<file path="src/rtl/ay_video_pkg.sv">
// Timing, palette and colour constants for the PAL 15 kHz raster and colour mixer,
// plus the priority/palette colour helper shared by the mixer.
package ay_video_pkg;

  localparam logic [9:0] H_TOTAL      = 10'd1020;
  localparam logic [9:0] H_SYNC_START = 10'd0;
  localparam logic [9:0] H_SYNC_LEN   = 10'd75;
  localparam logic [9:0] H_ACT_START  = 10'd192;
  localparam logic [9:0] H_ACT_END    = 10'd960;

  localparam logic [8:0] V_TOTAL      = 9'd312;
  localparam logic [8:0] V_SYNC_LEN   = 9'd3;
  localparam logic [8:0] V_ACT_START  = 9'd40;
  localparam logic [8:0] V_ACT_END    = 9'd296;

  localparam logic [1:0] PAL_BW    = 2'd0;
  localparam logic [1:0] PAL_GREEN = 2'd1;
  localparam logic [1:0] PAL_BLUE  = 2'd2;
  localparam logic [1:0] PAL_INV   = 2'd3;

  localparam logic [11:0] RGB_WHITE  = 12'hFFF;
  localparam logic [11:0] RGB_BLACK  = 12'h000;
  localparam logic [11:0] RGB_GREEN  = 12'h060;
  localparam logic [11:0] RGB_BLUE   = 12'h008;
  localparam logic [11:0] RGB_ORANGE = 12'hF80;
  localparam logic [11:0] RGB_CYAN   = 12'h0FF;

  // Priority: score > ball > lpad > rpad > field > background.
  function automatic logic [11:0] mix_colour(
    input logic [1:0] palette,
    input logic       score,
    input logic       ball,
    input logic       lpad,
    input logic       rpad,
    input logic       field
  );
    logic [11:0] fg;
    logic [11:0] bg;
    logic [11:0] lpad_c;
    logic [11:0] rpad_c;
    fg = RGB_WHITE;
    bg = RGB_BLACK;
    case (palette)
      PAL_BW:    bg = RGB_BLACK;
      PAL_GREEN: bg = RGB_GREEN;
      PAL_BLUE:  bg = RGB_BLUE;
      PAL_INV: begin
        fg = RGB_BLACK;
        bg = RGB_WHITE;
      end
      default:   bg = RGB_BLACK;
    endcase
    lpad_c = (palette == PAL_GREEN) ? RGB_ORANGE : fg;
    rpad_c = (palette == PAL_GREEN) ? RGB_CYAN : fg;
    if (score || ball) begin
      mix_colour = fg;
    end else if (lpad) begin
      mix_colour = lpad_c;
    end else if (rpad) begin
      mix_colour = rpad_c;
    end else if (field) begin
      mix_colour = fg;
    end else begin
      mix_colour = bg;
    end
  endfunction

endpackage

</file>
<file path="src/rtl/ay_raster_counter.sv">
// Free-running pixel/line counters for one PAL field; vcnt steps only on the hcnt wrap.
module ay_raster_counter
  import ay_video_pkg::*;
(
  input  logic       clk,
  input  logic       rst,
  output logic [9:0] hcnt,
  output logic [8:0] vcnt
);

  // Pixel and line counters with wrap at the end of line / end of field.
  always_ff @(posedge clk) begin
    if (rst) begin
      hcnt <= 10'd0;
      vcnt <= 9'd0;
    end else if (hcnt == H_TOTAL - 10'd1) begin
      hcnt <= 10'd0;
      vcnt <= (vcnt == V_TOTAL - 9'd1) ? 9'd0 : vcnt + 9'd1;
    end else begin
      hcnt <= hcnt + 10'd1;
      vcnt <= vcnt;
    end
  end

endmodule

</file>
<file path="src/rtl/ay_video_timing.sv">
// PAL raster generator: counters, sync/blank decode and priority colour mixer.
// All sync, blank and colour outputs are registered one cycle after the counter value.
module ay_video_timing
  import ay_video_pkg::*;
(
  input  logic       clk,
  input  logic       rst,
  input  logic [1:0] palette,
  input  logic       obj_score,
  input  logic       obj_ball,
  input  logic       obj_lpad,
  input  logic       obj_rpad,
  input  logic       obj_field,
  output logic [9:0] hcnt,
  output logic [8:0] vcnt,
  output logic       line_start,
  output logic       hs_out,
  output logic       vs_out,
  output logic       blank,
  output logic [3:0] r_out,
  output logic [3:0] g_out,
  output logic [3:0] b_out
);

  logic [9:0]  h_rel_s;
  logic        hs_s;
  logic        vs_s;
  logic        blank_s;
  logic        start_s;
  logic [11:0] rgb_s;

  ay_raster_counter u_counter (
    .clk  (clk),
    .rst  (rst),
    .hcnt (hcnt),
    .vcnt (vcnt)
  );

  // Stage-0 decode of sync, blank and pixel colour from the current counters.
  always_comb begin
    h_rel_s = hcnt - H_SYNC_START;
    hs_s    = !(h_rel_s < H_SYNC_LEN);
    vs_s    = !(vcnt < V_SYNC_LEN);
    start_s = (hcnt == H_SYNC_START);
    blank_s = !((hcnt >= H_ACT_START) && (hcnt < H_ACT_END) &&
                (vcnt >= V_ACT_START) && (vcnt < V_ACT_END));
    if (blank_s) begin
      rgb_s = RGB_BLACK;
    end else begin
      rgb_s = mix_colour(palette, obj_score, obj_ball, obj_lpad, obj_rpad, obj_field);
    end
  end

  // Output register stage keeping sync and pixels aligned.
  always_ff @(posedge clk) begin
    if (rst) begin
      line_start <= 1'b0;
      hs_out     <= 1'b1;
      vs_out     <= 1'b1;
      blank      <= 1'b1;
      r_out      <= 4'd0;
      g_out      <= 4'd0;
      b_out      <= 4'd0;
    end else begin
      line_start <= start_s;
      hs_out     <= hs_s;
      vs_out     <= vs_s;
      blank      <= blank_s;
      r_out      <= rgb_s[11:8];
      g_out      <= rgb_s[7:4];
      b_out      <= rgb_s[3:0];
    end
  end

endmodule
</file>
<file path="config.mk">
export PLATFORM = sky130hd
export DESIGN_NAME = ay_video_timing
export DESIGN_NICKNAME = d
export VERILOG_FILES = /design/src/rtl/ay_video_pkg.sv /design/src/rtl/ay_raster_counter.sv /design/src/rtl/ay_video_timing.sv
export SDC_FILE = /design/constraint.sdc
export NUM_CORES = 1
export LEC_CHECK = 0
export CORE_ASPECT_RATIO = 0.8
export CORE_UTILIZATION = 45
export DETAILED_ROUTE_END_ITERATION = 16
export GPL_ROUTABILITY_DRIVEN = 0
export GPL_TIMING_DRIVEN = 0
export PLACE_DENSITY = 0.76
export SYNTH_ARGS = -nofsm -noshare
export SYNTH_HDL_FRONTEND = slang
export SYNTH_HIERARCHICAL = 1
export SYNTH_SLANG_ARGS = --single-unit
</file>
<file path="constraint.sdc">
create_clock -name clk -period 2 [get_ports clk]
set_input_delay 0.4 -clock clk [delete_from_list [all_inputs] [get_ports clk]]
set_output_delay 0.4 -clock clk [all_outputs]
set_load 0.01 [all_outputs]
</file>
Word level (Yosys, flattened, before mapping)

Cells that the tools add are included.

Register bits: 35
Input port bits: 9
Output and inout bits: 35
Word-level logic and storage cells: 43

Add/sub/neg operators: 2
Order comparisons: 6
Eq/ne operators: 5
Muxes and demuxes: 9
Bitwise logic cells: 1
Reductions and logical operators: 11

Operators by type and width:

| cell                                                                                  | number |
|---|---|
| 12-bit 2-to-1 mux                                                                     | 7 |
| 12-bit one-hot mux with 4 select lines                                                | 1 |
| 10-bit by 1-bit adder with 10-bit output (second input constant)                      | 1 |
| 10-bit equality test (second input constant)                                          | 1 |
| 10-bit by 8-bit greater-or-equal comparator with 1-bit output (second input constant) | 1 |
| 10-bit logical NOT                                                                    | 1 |
| 10-bit < comparator (second input constant)                                           | 1 |
| 10-bit by 7-bit < comparator with 1-bit output (second input constant)                | 1 |
| 9-bit by 1-bit adder with 9-bit output (second input constant)                        | 1 |
| 9-bit equality test (second input constant)                                           | 1 |
| 9-bit by 6-bit greater-or-equal comparator with 1-bit output (second input constant)  | 1 |
| 9-bit by 2-bit < comparator with 1-bit output (second input constant)                 | 1 |
| 9-bit < comparator (second input constant)                                            | 1 |
| 9-bit 2-to-1 mux                                                                      | 1 |
| 2-bit equality test (second input constant)                                           | 2 |
| 2-bit OR reduction                                                                    | 2 |
| 1-bit logical AND                                                                     | 3 |
| 1-bit logical NOT                                                                     | 3 |
| 2-bit by 1-bit equality test with 1-bit output (second input constant)                | 1 |
| 2-bit logical NOT                                                                     | 1 |
| 1-bit logical OR                                                                      | 1 |
| 1-bit inverter                                                                        | 1 |

Longest topological paths before layout

Depth in word-level cells: 6
Mapped depth: 6
Gate-level depth less buffers: 5

Hierarchy

Netlist, hierarchy kept.

Modules (own cells, without submodules):

| module            | times used | cells each | area each (um2) |
|---|---|---|---|
| ay_raster_counter | 1          | 93         | 908.4 |
| ay_video_timing   | 1          | 53         | 462.9 |

Worst setup path before layout

No wires, ideal clock.

Path kind: flip-flop to flip-flop
Start point: reg u_counter.hcnt[0]
End point: reg u_counter.hcnt[2]
Library setup time: 117 ps
Data arrival time: 1461 ps
Required time: 1883 ps
Slack: 422 ps
Cell stages (with the launch flop): 7
Period minus slack after synthesis: 1578 ps
Path through: dfxtp_1 ha_1 nand3_4 nor3_2 or2_1 buf_2 nor2_1

Longest elaborated chain between the ends: 2

Ends and longest elaborated chain:

| element                                                                          | RTL line                | source |
|---|---|---|
| start, declared                                                                  | ay_raster_counter.sv:7  | `output logic [9:0] hcnt,` |
| start signal, assigned                                                           | ay_raster_counter.sv:20 | `hcnt <= hcnt + 10'd1;` |
| branches (longest 2 deep; another with 10-bit by 1-bit adder with 10-bit output) | --                      |  |

Parallel ways; which one is timed is not known.
A chain may end at the register's enable or synchronous reset.

Final worst setup path

Start point: reg u_counter.hcnt[6]
End point: out hcnt[6]

RTL lines:

| element       | RTL line              | source |
|---|---|---|
| end, declared | ay_video_timing.sv:14 | `output logic [9:0] hcnt,` |

No word-level cell between the ends.

==> results.sh <==
export IMPL_placedCellCount=227
export IMPL_yosysTopAreaCell="dfxtp_1"
export IMPL_routed_via_count=1217
export IMPL_maxSlewHeadroom_pct=66.83
export IMPL_startpoint_type="flip-flop"
export IMPL_crit_path_top_delay_cell="clkdlybuf4s50_1"
export IMPL_place_ws_ps=-30.63
export IMPL_swShare_pct=21.56
export IMPL_nets=206
export IMPL_min_path_type="flip-flop to flip-flop"
export IMPL_seq_area_frac_synth_pct=40.88
export IMPL_clk_pin_slew_worst_paths_ps=90
export IMPL_grt_pass1_wl_um=5250
export IMPL_initial_core_util_pct=48.47
export IMPL_htree_levels=1
export IMPL_yosys_area_top_type_share_pct=40.88
export IMPL_rows=17
export IMPL_clock_latency_ps=270
export IMPL_fin_crit_sh_pct=91.45
export IMPL_grt_max_degree=15
export IMPL_synth_cell_types=37
export IMPL_cts_buffers=3
export IMPL_core_area_um2=2829
export IMPL_power_w=0.0009544
export IMPL_ys_seq_elements=28
export IMPL_final_common_cell="clkdlybuf4s50_1"
export IMPL_port_buffers=43
export IMPL_syn_inst=146
export IMPL_synth_nets=158
export IMPL_setup_tns_final_ps=0
export IMPL_final_max_slew_viol_count=0
export IMPL_p_leak_nw=0.7234
export IMPL_grt_ovfl_total=0
export IMPL_power_share_clock_pct=30.6
export IMPL_nFillCells=242
export IMPL_crit_chain="clkdlybuf4s50_1"
export IMPL_worstSetupEndpointType="primary output"
export IMPL_track_usage_pct=20.98
export IMPL_fmax_ghz=0.5468
export IMPL_drive_gt1_share_pct=11.98
export IMPL_powerDensity_nw_per_um2=504.8
export IMPL_dieWidth_um=63.72
export IMPL_antenna_left=0
export IMPL_fin_ws_ps=171.0
export IMPL_crit_path_max_fanout=10
export IMPL_fp_dieH_um=51.38
export IMPL_drc=0
export IMPL_grt_pass1_vias=1113
export IMPL_internal_power_w=0.0007487
export IMPL_post_route_min_period_ps=1829
export IMPL_cts_resized=0
export IMPL_syn_to_final_growth_pct=37.86
export IMPL_cts_tree="built"
export IMPL_root_buffer="clkbuf_8"
export IMPL_rsz0062_at_grt="false"
export IMPL_drt_first_pass_iters=4
export IMPL_synth_area_per_cell_um2=9.393
export IMPL_post_cts_buffers=0
export IMPL_die_area_um2=3274
export IMPL_pwr_share_comb_pct=8.9
export IMPL_final_cell_mix="43 x clkdlybuf4s50_1, 28 x dfxtp_1, 22 x nor2_1"
export IMPL_synth_warnings=6
export IMPL_post_drt_wl_per_cell_um=13.96
export IMPL_cap_violations=0
export IMPL_finalHoldViolCount=0
export IMPL_ios=44
export IMPL_switchingPower_w=0.0002058
export IMPL_clockBufferDepth=2
export IMPL_wl_um=3210
export IMPL_worst_pin_slew_ps=494.2
export IMPL_required_ps=1600
export IMPL_vias_per_cell=5.291
export IMPL_synth_area_leaders="dfxtp_1 41%, nor2_1 6.0%, xnor2_1 4.5%"
export IMPL_max_stage_delay_ps=610
export IMPL_critPathKind="flip-flop to primary output"
export IMPL_cpLargestDelayFamily="buffers and inverters"
export IMPL_critPathArrivalTime_ps=1430
export IMPL_clock_sinks=28
export IMPL_peakVddDrop_uv=379.2
export IMPL_initialDrtViolationCount=67
export IMPL_dpl_hpwl_um=2476
export IMPL_power_frac_seq_pct=60.5
export IMPL_antenna_cells=0
export IMPL_cts_hold_buf=0
export IMPL_antenna_found_initial=0
export IMPL_utilization_pct=66.83
export IMPL_finalSetupViolCount=0
export IMPL_final_cells=230
export IMPL_outcome="completed"
export IMPL_synthesis_area_um2=1371
export IMPL_critPathBufInv=1
export IMPL_clock_skew_ps=1.773
[registers in the layout, summed over array words and instances (netlist names)]
name / flops
u_counter/hcnt: 10
hs_out: 1
vs_out: 1
line_start: 1
b_out: 1
g_out: 3
u_counter/vcnt: 9
blank: 1
r_out: 1
[synthesized netlist by cell type]
cell type  instances
xor2_1             7
nor3_2             3
or2_1              1
ha_1               3
nand4b_4           1
nor2b_1            1
o2bb2ai_1          1
xnor2_1            7
buf_2              1
nor4b_1            1
a2111oi_0          1
nor3_1             5
a211oi_1           1
nor2_2             1
and4_1             2
nand3_4            1
and2_1             3
dfxtp_1           28
a21oi_1            4
o21ai_0            1
nor2_1            22
nand2_1            7
mux2i_1            2
or3_4              2
and2_4             1
o41ai_1            1
nor4_1             6
a21o_1             1
buf_4              7
o31ai_1            2
nor4_4             2
a31o_2             1
nand3_1            6
nand4_1            7
inv_1              3
and3_1             2
o21ai_1            1
[per-layer routing]
layer	GRT usage (%)	up-vias	routed length [um]	share of wire, %
li1	-	611	-	-
met1	28.83	569	1551	48
met2	32.98	35	1516	47
met3	4.464	2	113	3.5
met4	6.061	0	28	0.87
met5	0	-	0	0
[metrics by stage]
stage / cell area, um^2 / hold slack (ps)
after floorplan: 1371 / 469.7
after global placement: 1849 / 476.9
after detailed placement: 1849 / 498.8
after CTS: 1891 / 524.1
after global routing: 1891 / 545.0
final: 1891 / 516.7
[worst paths after layout]
path                     start                end  slack [ps]  cells after the start
max          u_counter/hcnt[6]            hcnt[6]         170                      1
min          u_counter/hcnt[0]  u_counter/hcnt[0]         520                      1
max reg2reg  u_counter/hcnt[0]  u_counter/hcnt[8]         200                      6
min reg2reg  u_counter/hcnt[0]  u_counter/hcnt[0]         520                      1
[power by group through the flow]
stage	Combinational (W)	Sequential [W]	Clock [W]
finish	0.0000854	0.000577	0.000292
global route	0.0000919	0.000579	0.000318
CTS	0.0000851	0.000577	0.000300
detailed placement	0.0000849	0.000590	0
global placement	0.0000830	0.000589	0
floorplan	0.0000327	0.000593	0
[final cells by class]
cell class	instances	area, um^2	area share, %
Tap cell	38	47.55	2.515
Inverter	3	11.26	0.5956
Timing Repair Buffer	43	430.4	22.77
Sequential cell	28	560.5	29.65
Buffer	8	57.56	3.044
Multi-Input combinational cell	107	742.0	39.25
Clock buffer	3	41.29	2.184
[cell families after synthesis]
logic type	Yosys count	share of synthesized area, %
AND/OR/NAND/NOR	74	34.03
XOR/XNOR	14	8.942
flip-flops	28	40.88
buffers and inverters	11	5.018
multiplexers	2	1.460
adder cells (fa/ha/maj)	3	2.738
AO/OA/AOI/OAI	14	6.934
No activity file was read; power rests on OpenSTA's default activity.
